**src/rtl/button_gesture_pkg.sv**
```systemverilog
// ----------------------------------------------------------------------------
// button_gesture_pkg
// Shared definitions for the button gesture classifier.
//   - gesture_state_e : per-channel FSM state encoding (3 bits)
//   - DEFAULT_*       : default timing constants in clock cycles (50 MHz clock)
// No ports; imported by button_gesture and button_gesture_channel.
// ----------------------------------------------------------------------------
package button_gesture_pkg;

    typedef enum logic [2:0] {
        ST_IDLE   = 3'd0,
        ST_PRESS1 = 3'd1,
        ST_WAIT2  = 3'd2,
        ST_PRESS2 = 3'd3,
        ST_LONG   = 3'd4
    } gesture_state_e;

    localparam int unsigned DEFAULT_CNT_WIDTH    = 32;
    localparam logic [31:0] DEFAULT_LONG_COUNT   = 32'd50_000_000;
    localparam logic [31:0] DEFAULT_DOUBLE_GAP   = 32'd25_000_000;
    localparam logic [31:0] DEFAULT_REPEAT_COUNT = 32'd10_000_000;

endpackage

```
**src/rtl/button_gesture_channel.sv**
```systemverilog
// ----------------------------------------------------------------------------
// button_gesture_channel
// Gesture classifier for a single debounced button: FSM plus timing counter.
// Ports:
//   clk      in  : clock, rising edge
//   rst_n    in  : asynchronous active-low reset
//   d        in  : debounced button level, 1 = pressed
//   short_p  out : one-cycle pulse per short press
//   double_p out : one-cycle pulse per double press
//   long_p   out : one-cycle pulse when a long press is recognised
//   repeat_p out : one-cycle pulse every REPEAT_COUNT cycles while long-held
//   held     out : high while the channel is in the long-hold state
// All outputs are registered.
// ----------------------------------------------------------------------------
module button_gesture_channel
    import button_gesture_pkg::*;
#(
    parameter int unsigned            CNT_WIDTH    = DEFAULT_CNT_WIDTH,
    parameter logic [CNT_WIDTH-1:0]   LONG_COUNT   = DEFAULT_LONG_COUNT,
    parameter logic [CNT_WIDTH-1:0]   DOUBLE_GAP   = DEFAULT_DOUBLE_GAP,
    parameter logic [CNT_WIDTH-1:0]   REPEAT_COUNT = DEFAULT_REPEAT_COUNT
) (
    input  logic clk,
    input  logic rst_n,
    input  logic d,
    output logic short_p,
    output logic double_p,
    output logic long_p,
    output logic repeat_p,
    output logic held
);

    localparam logic [CNT_WIDTH-1:0] CNT_ZERO    = '0;
    localparam logic [CNT_WIDTH-1:0] CNT_ONE     = {{(CNT_WIDTH-1){1'b0}}, 1'b1};
    localparam logic [CNT_WIDTH-1:0] LONG_LAST   = LONG_COUNT - CNT_ONE;
    localparam logic [CNT_WIDTH-1:0] GAP_LAST    = DOUBLE_GAP - CNT_ONE;
    localparam logic [CNT_WIDTH-1:0] REPEAT_LAST = REPEAT_COUNT - CNT_ONE;

    gesture_state_e         state_q, state_d;
    logic [CNT_WIDTH-1:0]   cnt_q, cnt_d;
    logic                   d_q;
    logic                   short_q, short_d;
    logic                   double_q, double_d;
    logic                   long_q, long_d;
    logic                   repeat_q, repeat_d;
    logic                   held_q, held_d;
    logic                   rise, fall;

    // Next-state logic. Every transition that starts a new timed interval
    // reloads the counter with zero, so it can never pass its threshold.
    always_comb begin
        rise     = d & ~d_q;
        fall     = ~d & d_q;
        state_d  = state_q;
        cnt_d    = cnt_q;
        short_d  = 1'b0;
        double_d = 1'b0;
        long_d   = 1'b0;
        repeat_d = 1'b0;

        unique case (state_q)
            ST_IDLE: begin
                if (rise) begin
                    state_d = ST_PRESS1;
                    cnt_d   = CNT_ZERO;
                end
            end
            ST_PRESS1: begin
                // A release on the threshold cycle takes priority over long.
                if (fall) begin
                    state_d = ST_WAIT2;
                    cnt_d   = CNT_ZERO;
                end else if (d && (cnt_q == LONG_LAST)) begin
                    state_d = ST_LONG;
                    long_d  = 1'b1;
                    cnt_d   = CNT_ZERO;
                end else begin
                    cnt_d = cnt_q + CNT_ONE;
                end
            end
            ST_WAIT2: begin
                // A second press on the timeout cycle takes priority over short.
                if (rise) begin
                    state_d = ST_PRESS2;
                    cnt_d   = CNT_ZERO;
                end else if (cnt_q == GAP_LAST) begin
                    state_d = ST_IDLE;
                    short_d = 1'b1;
                    cnt_d   = CNT_ZERO;
                end else begin
                    cnt_d = cnt_q + CNT_ONE;
                end
            end
            ST_PRESS2: begin
                if (fall) begin
                    state_d  = ST_IDLE;
                    double_d = 1'b1;
                end
            end
            ST_LONG: begin
                // Releasing ends the hold silently, even on a repeat boundary.
                if (fall) begin
                    state_d = ST_IDLE;
                    cnt_d   = CNT_ZERO;
                end else if (d && (cnt_q == REPEAT_LAST)) begin
                    repeat_d = 1'b1;
                    cnt_d    = CNT_ZERO;
                end else begin
                    cnt_d = cnt_q + CNT_ONE;
                end
            end
            default: begin
                state_d = ST_IDLE;
                cnt_d   = CNT_ZERO;
            end
        endcase

        held_d = (state_d == ST_LONG);
    end

    // State, counter and output registers. d_q resets high so a button that
    // is already pressed when reset releases does not look like a new press.
    always_ff @(posedge clk or negedge rst_n) begin
        if (!rst_n) begin
            state_q  <= ST_IDLE;
            cnt_q    <= CNT_ZERO;
            d_q      <= 1'b1;
            short_q  <= 1'b0;
            double_q <= 1'b0;
            long_q   <= 1'b0;
            repeat_q <= 1'b0;
            held_q   <= 1'b0;
        end else begin
            state_q  <= state_d;
            cnt_q    <= cnt_d;
            d_q      <= d;
            short_q  <= short_d;
            double_q <= double_d;
            long_q   <= long_d;
            repeat_q <= repeat_d;
            held_q   <= held_d;
        end
    end

    assign short_p  = short_q;
    assign double_p = double_q;
    assign long_p   = long_q;
    assign repeat_p = repeat_q;
    assign held     = held_q;

endmodule

```
**src/rtl/button_gesture.sv**
```systemverilog
// ----------------------------------------------------------------------------
// button_gesture
// Multi-button gesture classifier. Each bit of the debounced button bus is
// handled by an independent button_gesture_channel.
// Ports (all buses BUTTON_WIDTH wide, bit i belongs to button i):
//   clk      in  : clock, rising edge
//   rst_n    in  : asynchronous active-low reset
//   d        in  : debounced button levels, 1 = pressed
//   short_p  out : short press pulses
//   double_p out : double press pulses
//   long_p   out : long press pulses
//   repeat_p out : auto-repeat pulses while long-held
//   held     out : long-hold levels
// ----------------------------------------------------------------------------
module button_gesture
    import button_gesture_pkg::*;
#(
    parameter int unsigned            BUTTON_WIDTH = 1,
    parameter int unsigned            CNT_WIDTH    = DEFAULT_CNT_WIDTH,
    parameter logic [CNT_WIDTH-1:0]   LONG_COUNT   = DEFAULT_LONG_COUNT,
    parameter logic [CNT_WIDTH-1:0]   DOUBLE_GAP   = DEFAULT_DOUBLE_GAP,
    parameter logic [CNT_WIDTH-1:0]   REPEAT_COUNT = DEFAULT_REPEAT_COUNT
) (
    input  logic                    clk,
    input  logic                    rst_n,
    input  logic [BUTTON_WIDTH-1:0] d,
    output logic [BUTTON_WIDTH-1:0] short_p,
    output logic [BUTTON_WIDTH-1:0] double_p,
    output logic [BUTTON_WIDTH-1:0] long_p,
    output logic [BUTTON_WIDTH-1:0] repeat_p,
    output logic [BUTTON_WIDTH-1:0] held
);

    for (genvar i = 0; i < BUTTON_WIDTH; i++) begin : g_channel
        button_gesture_channel #(
            .CNT_WIDTH    (CNT_WIDTH),
            .LONG_COUNT   (LONG_COUNT),
            .DOUBLE_GAP   (DOUBLE_GAP),
            .REPEAT_COUNT (REPEAT_COUNT)
        ) u_channel (
            .clk      (clk),
            .rst_n    (rst_n),
            .d        (d[i]),
            .short_p  (short_p[i]),
            .double_p (double_p[i]),
            .long_p   (long_p[i]),
            .repeat_p (repeat_p[i]),
            .held     (held[i])
        );
    end

endmodule

```
**config.mk**
```make
export PLATFORM = sky130hd
export DESIGN_NAME = button_gesture
export DESIGN_NICKNAME = d
export VERILOG_FILES = /design/src/rtl/button_gesture_pkg.sv /design/src/rtl/button_gesture_channel.sv /design/src/rtl/button_gesture.sv
export SDC_FILE = /design/constraint.sdc
export NUM_CORES = 1
export LEC_CHECK = 0
export BUFFER_PORTS_ARGS = -buffer_cell sky130_fd_sc_hd__buf_2
export CORE_UTILIZATION = 30
export DETAILED_ROUTE_END_ITERATION = 8
export GPL_TIMING_DRIVEN = 0
export SYNTH_ARGS = -nofsm -noshare
export SYNTH_HDL_FRONTEND = slang
export SYNTH_SLANG_ARGS = --single-unit
```
**constraint.sdc**
```tcl
create_clock -name clk -period 3.15 [get_ports clk]
set_input_delay 0.4725 -clock clk [delete_from_list [all_inputs] [get_ports clk]]
set_output_delay 0.4725 -clock clk [all_outputs]
set_load 0.05 [all_outputs]
```
==> results.py <==
metrics = {
    "outcome": {
        "status": "completed",
    },
    "routing": {
        "avgRoutedWirePerCell_um": 14.6,
        "routed_wl_mm": 5.38,
        "drtAntennaViolNets": 0,
        "post-route-drc-count": 0,
        "viasPerCell": 5.10,
        "dr.first_iter.drc_count": 132,
        "vias": 1877,
        "firstDrtPassIters": 5,
    },
    "layout": {
        "nets": 269,
        "fin_util_pct": 34.4,
        "syn2layout_area_growth_pct": 11.7,
        "post-route-cell-area_um2": 2650,
        "fill_cells": 812,
        "n_antenna_cell": 0,
        "drive_gt1_share_pct": 15.8,
    },
    "worst_setup_path": {
        "path_cells": "nor4_1 > and4_1 > nand4_1 > a211oi_2 > and2_1 > buf_4 > buf_6 > nor2_1",
        "crit_fanout": 10,
        "worstSetupEndpointType": "flip-flop",
        "crit_type": "flip-flop to flip-flop",
        "reg2reg_from": "g_channel[0].u_channel.cnt_q[26]",
        "reg2reg_to": "g_channel[0].u_channel.cnt_q[13]",
        "crit_family": "simple AND/OR/NAND/NOR gates",
        "cp.buffers_inverters": 2,
        "endpoint": "g_channel[0].u_channel.cnt_q[13]",
        "cp-start-kind": "flip-flop",
        "worst-path-stages": 8,
        "rr_worst_depth": 8,
        "cp_data_arrival_time_ps": 2810,
        "rrSetupSlack_ps": 530,
        "cpPeakStageDelay_ps": 570,
        "cp_slowest_cell": "a211oi_2",
        "worstSetupStartpoint": "g_channel[0].u_channel.cnt_q[26]",
        "critPathRequiredTime_ps": 3340,
    },
    "pwr": {
        "p_leak_nw": 1.11,
        "p_per_area_nw_per_um2": 556,
        "irDropWorstVdd_v": 0.000224,
    },
    "logic_synthesis": {
        "synth_area_um2": 2370,
        "synthTopCellsByArea": "dfrtp_1 (42%), xnor2_1 (6.3%), nor2_1 (4.9%)",
        "avgSynthCellArea_um2": 9.43,
        "ys.flop_type": "dfrtp_1",
        "syn-num-nets": 255,
        "synth.ff_latch_count": 41,
        "synth_cell_types": 50,
        "synthArstFlopShare_pct": 100,
        "synth.yosys.seq_area_share_pct": 43.4,
        "synth_edf_count": 0,
        "syn_inst": 251,
        "synth.largest_area_cell": "dfrtp_1",
        "yosysWarnings": 0,
        "synth_top_area_share_pct": 42.3,
        "yosysMostFrequentCell": "dfrtp_1",
        "synth_common_cells": "dfrtp_1 (40), nor2_1 (31), nand2_1 (24), xnor2_1 (17), nor4_1 (15)",
    },
    "global_routing": {
        "antenna_found_initial": 0,
        "grt_pass1_vias": 1886,
        "grt_max_degree": 42,
        "grt_use_total_pct": 14.3,
        "grt_overflow": 0,
        "grt_pass1_wl_mm": 9.38,
    },
    "job": {
        "maxCapViolations": 0,
    },
    "floorplanning": {
        "die_x_um": 90.8,
        "initial_core_util_pct": 30.8,
        "rows": 32,
        "die_h_um": 90.8,
        "coreArea_um2": 7690,
        "io-pin-count": 8,
        "dieArea_um2": 8250,
    },
    "placement": {
        "gp_congestion": 0.868,
        "hpwl_mm": 3.77,
        "port_buffers": 7,
        "placed_cell_area_um2": 2530,
    },
    "timing": {
        "fin_worst_skew_ps": 10.9,
        "max_freq_ghz": 0.381,
        "fin_crit_ps": 2620,
        "setup_viol": 0,
        "finalMaxSlewViolations": 0,
        "relSlewSlack_pct": 38.4,
        "hold_violations": 0,
        "tightest_slew_ps": 924,
        "rsz0062_at_grt": "no",
        "tns_ps": 0,
        "period_share_pct": 83.3,
    },
    "clocking": {
        "htreeDepth": 2,
        "cts_buffers": 5,
        "post_cts_buffers": 0,
        "clock_sinks": 41,
        "cts.clk_slew.worst_paths_ps": 80,
        "root_buffer": "clkbuf_8",
        "cts_tree": "done",
        "clock_latency_ps": 300,
        "ctsResizeCount": 0,
        "holdBufCountCts": 0,
        "clockBufferDepth": 2,
    },
    "min_path": {
        "holdCritPathClass": "input port to flip-flop",
    },
}
==> cell families after synthesis <==
group | Yosys count | synth area share (%)
buf+inv | 19 | 4.91
mux | 2 | 0.846
xor+xnor | 17 | 6.29
simple gates | 135 | 32.9
flops | 41 | 43.4
fa+ha+maj | 1 | 0.528
compound gates | 36 | 11.2
==> per-stage QoR <==
stage               std cells  total power, mW  setup slack [ps]  hold slack (ps)
floorplan                 251            0.928              1050              177
global placement          360             1.05               545              521
detailed placement        360             1.05               547              524
CTS                       368             1.49               548              269
global route              368             1.56               307              270
finish                    368             1.47               526              279
==> metal layers <==
| metal | wire [um] | track usage, % | part of all wire (%) |
|---|---|---|---|
| met5 | 0 | 0 | 0 |
| met4 | 51 | 4.50 | 0.95 |
| met3 | 163 | 2.61 | 3.0 |
| met2 | 2460 | 22.5 | 46 |
| met1 | 2700 | 19.9 | 50 |
==> where the power goes <==
part           leakage (nW)  switching [mW]  internal (mW)
logic                 0.498           0.292          0.160
registers             0.561          0.0281          0.558
clock network        0.0543           0.196          0.237
==> flip-flops by register name (all words and copies together) (netlist names) <==
signal                        count
g_channel.u_channel.cnt_q        32
g_channel.u_channel.state_q       3
g_channel.u_channel.d_q           1
g_channel.u_channel.double_p      1
g_channel.u_channel.held          1
g_channel.u_channel.long_p        1
g_channel.u_channel.repeat_p      1
g_channel.u_channel.short_p       1
==> how the worst min path moves through the flow <==
stage,to,depth (start not counted),from
after floorplan,g_channel[0].u_channel.cnt_q[0],0,rst_n
after global placement,g_channel[0].u_channel.cnt_q[5],1,g_channel[0].u_channel.cnt_q[5]
after detailed placement,g_channel[0].u_channel.cnt_q[5],1,g_channel[0].u_channel.cnt_q[5]
after CTS,g_channel[0].u_channel.d_q,1,d
after global routing,g_channel[0].u_channel.d_q,1,d
final,g_channel[0].u_channel.d_q,1,d
==> cell usage in the layout (no fill, tap or decap), types with 3 or more instances in the layout <==
cell and n:
inv_1 6, nand2b_1 3, nor4_1 15, a21oi_1 6, nor3_1 8, and3_2 4
nor4b_1 6, o211ai_1 4, nor2_1 31, nand3_1 8, clkbuf_8 6, nand4_1 7
xnor2_1 17, nand2_1 24, dfrtp_1 40, or3_1 4, nor3b_1 5, buf_6 3
buf_4 3, o22a_1 3, buf_2 8, clkbuf_1 5, a21o_1 7, o21ai_0 8
a211o_1 3
==> worst register-to-register path, delay by kind of cell, from the launching register on <==
family	cells	cell delay (ps)
flops	1	420
buf+inv	2	320
simple gates	5	1220
compound gates	1	570
==> final cells by class <==
class                   instances  area (um2)  share of cell area, %
clock buffers                   5        68.8                   2.60
inverters                       6        22.5                  0.851
well taps                     102         128                   4.82
flip-flops and latches         41        1030                   38.8
multi-input cells             191        1220                   46.3
plain buffers                  13        93.8                   3.55
clock inverters                 3        46.3                   1.75
repair buffers                  7        35.0                   1.32
(Power assumes the default switching activity.)
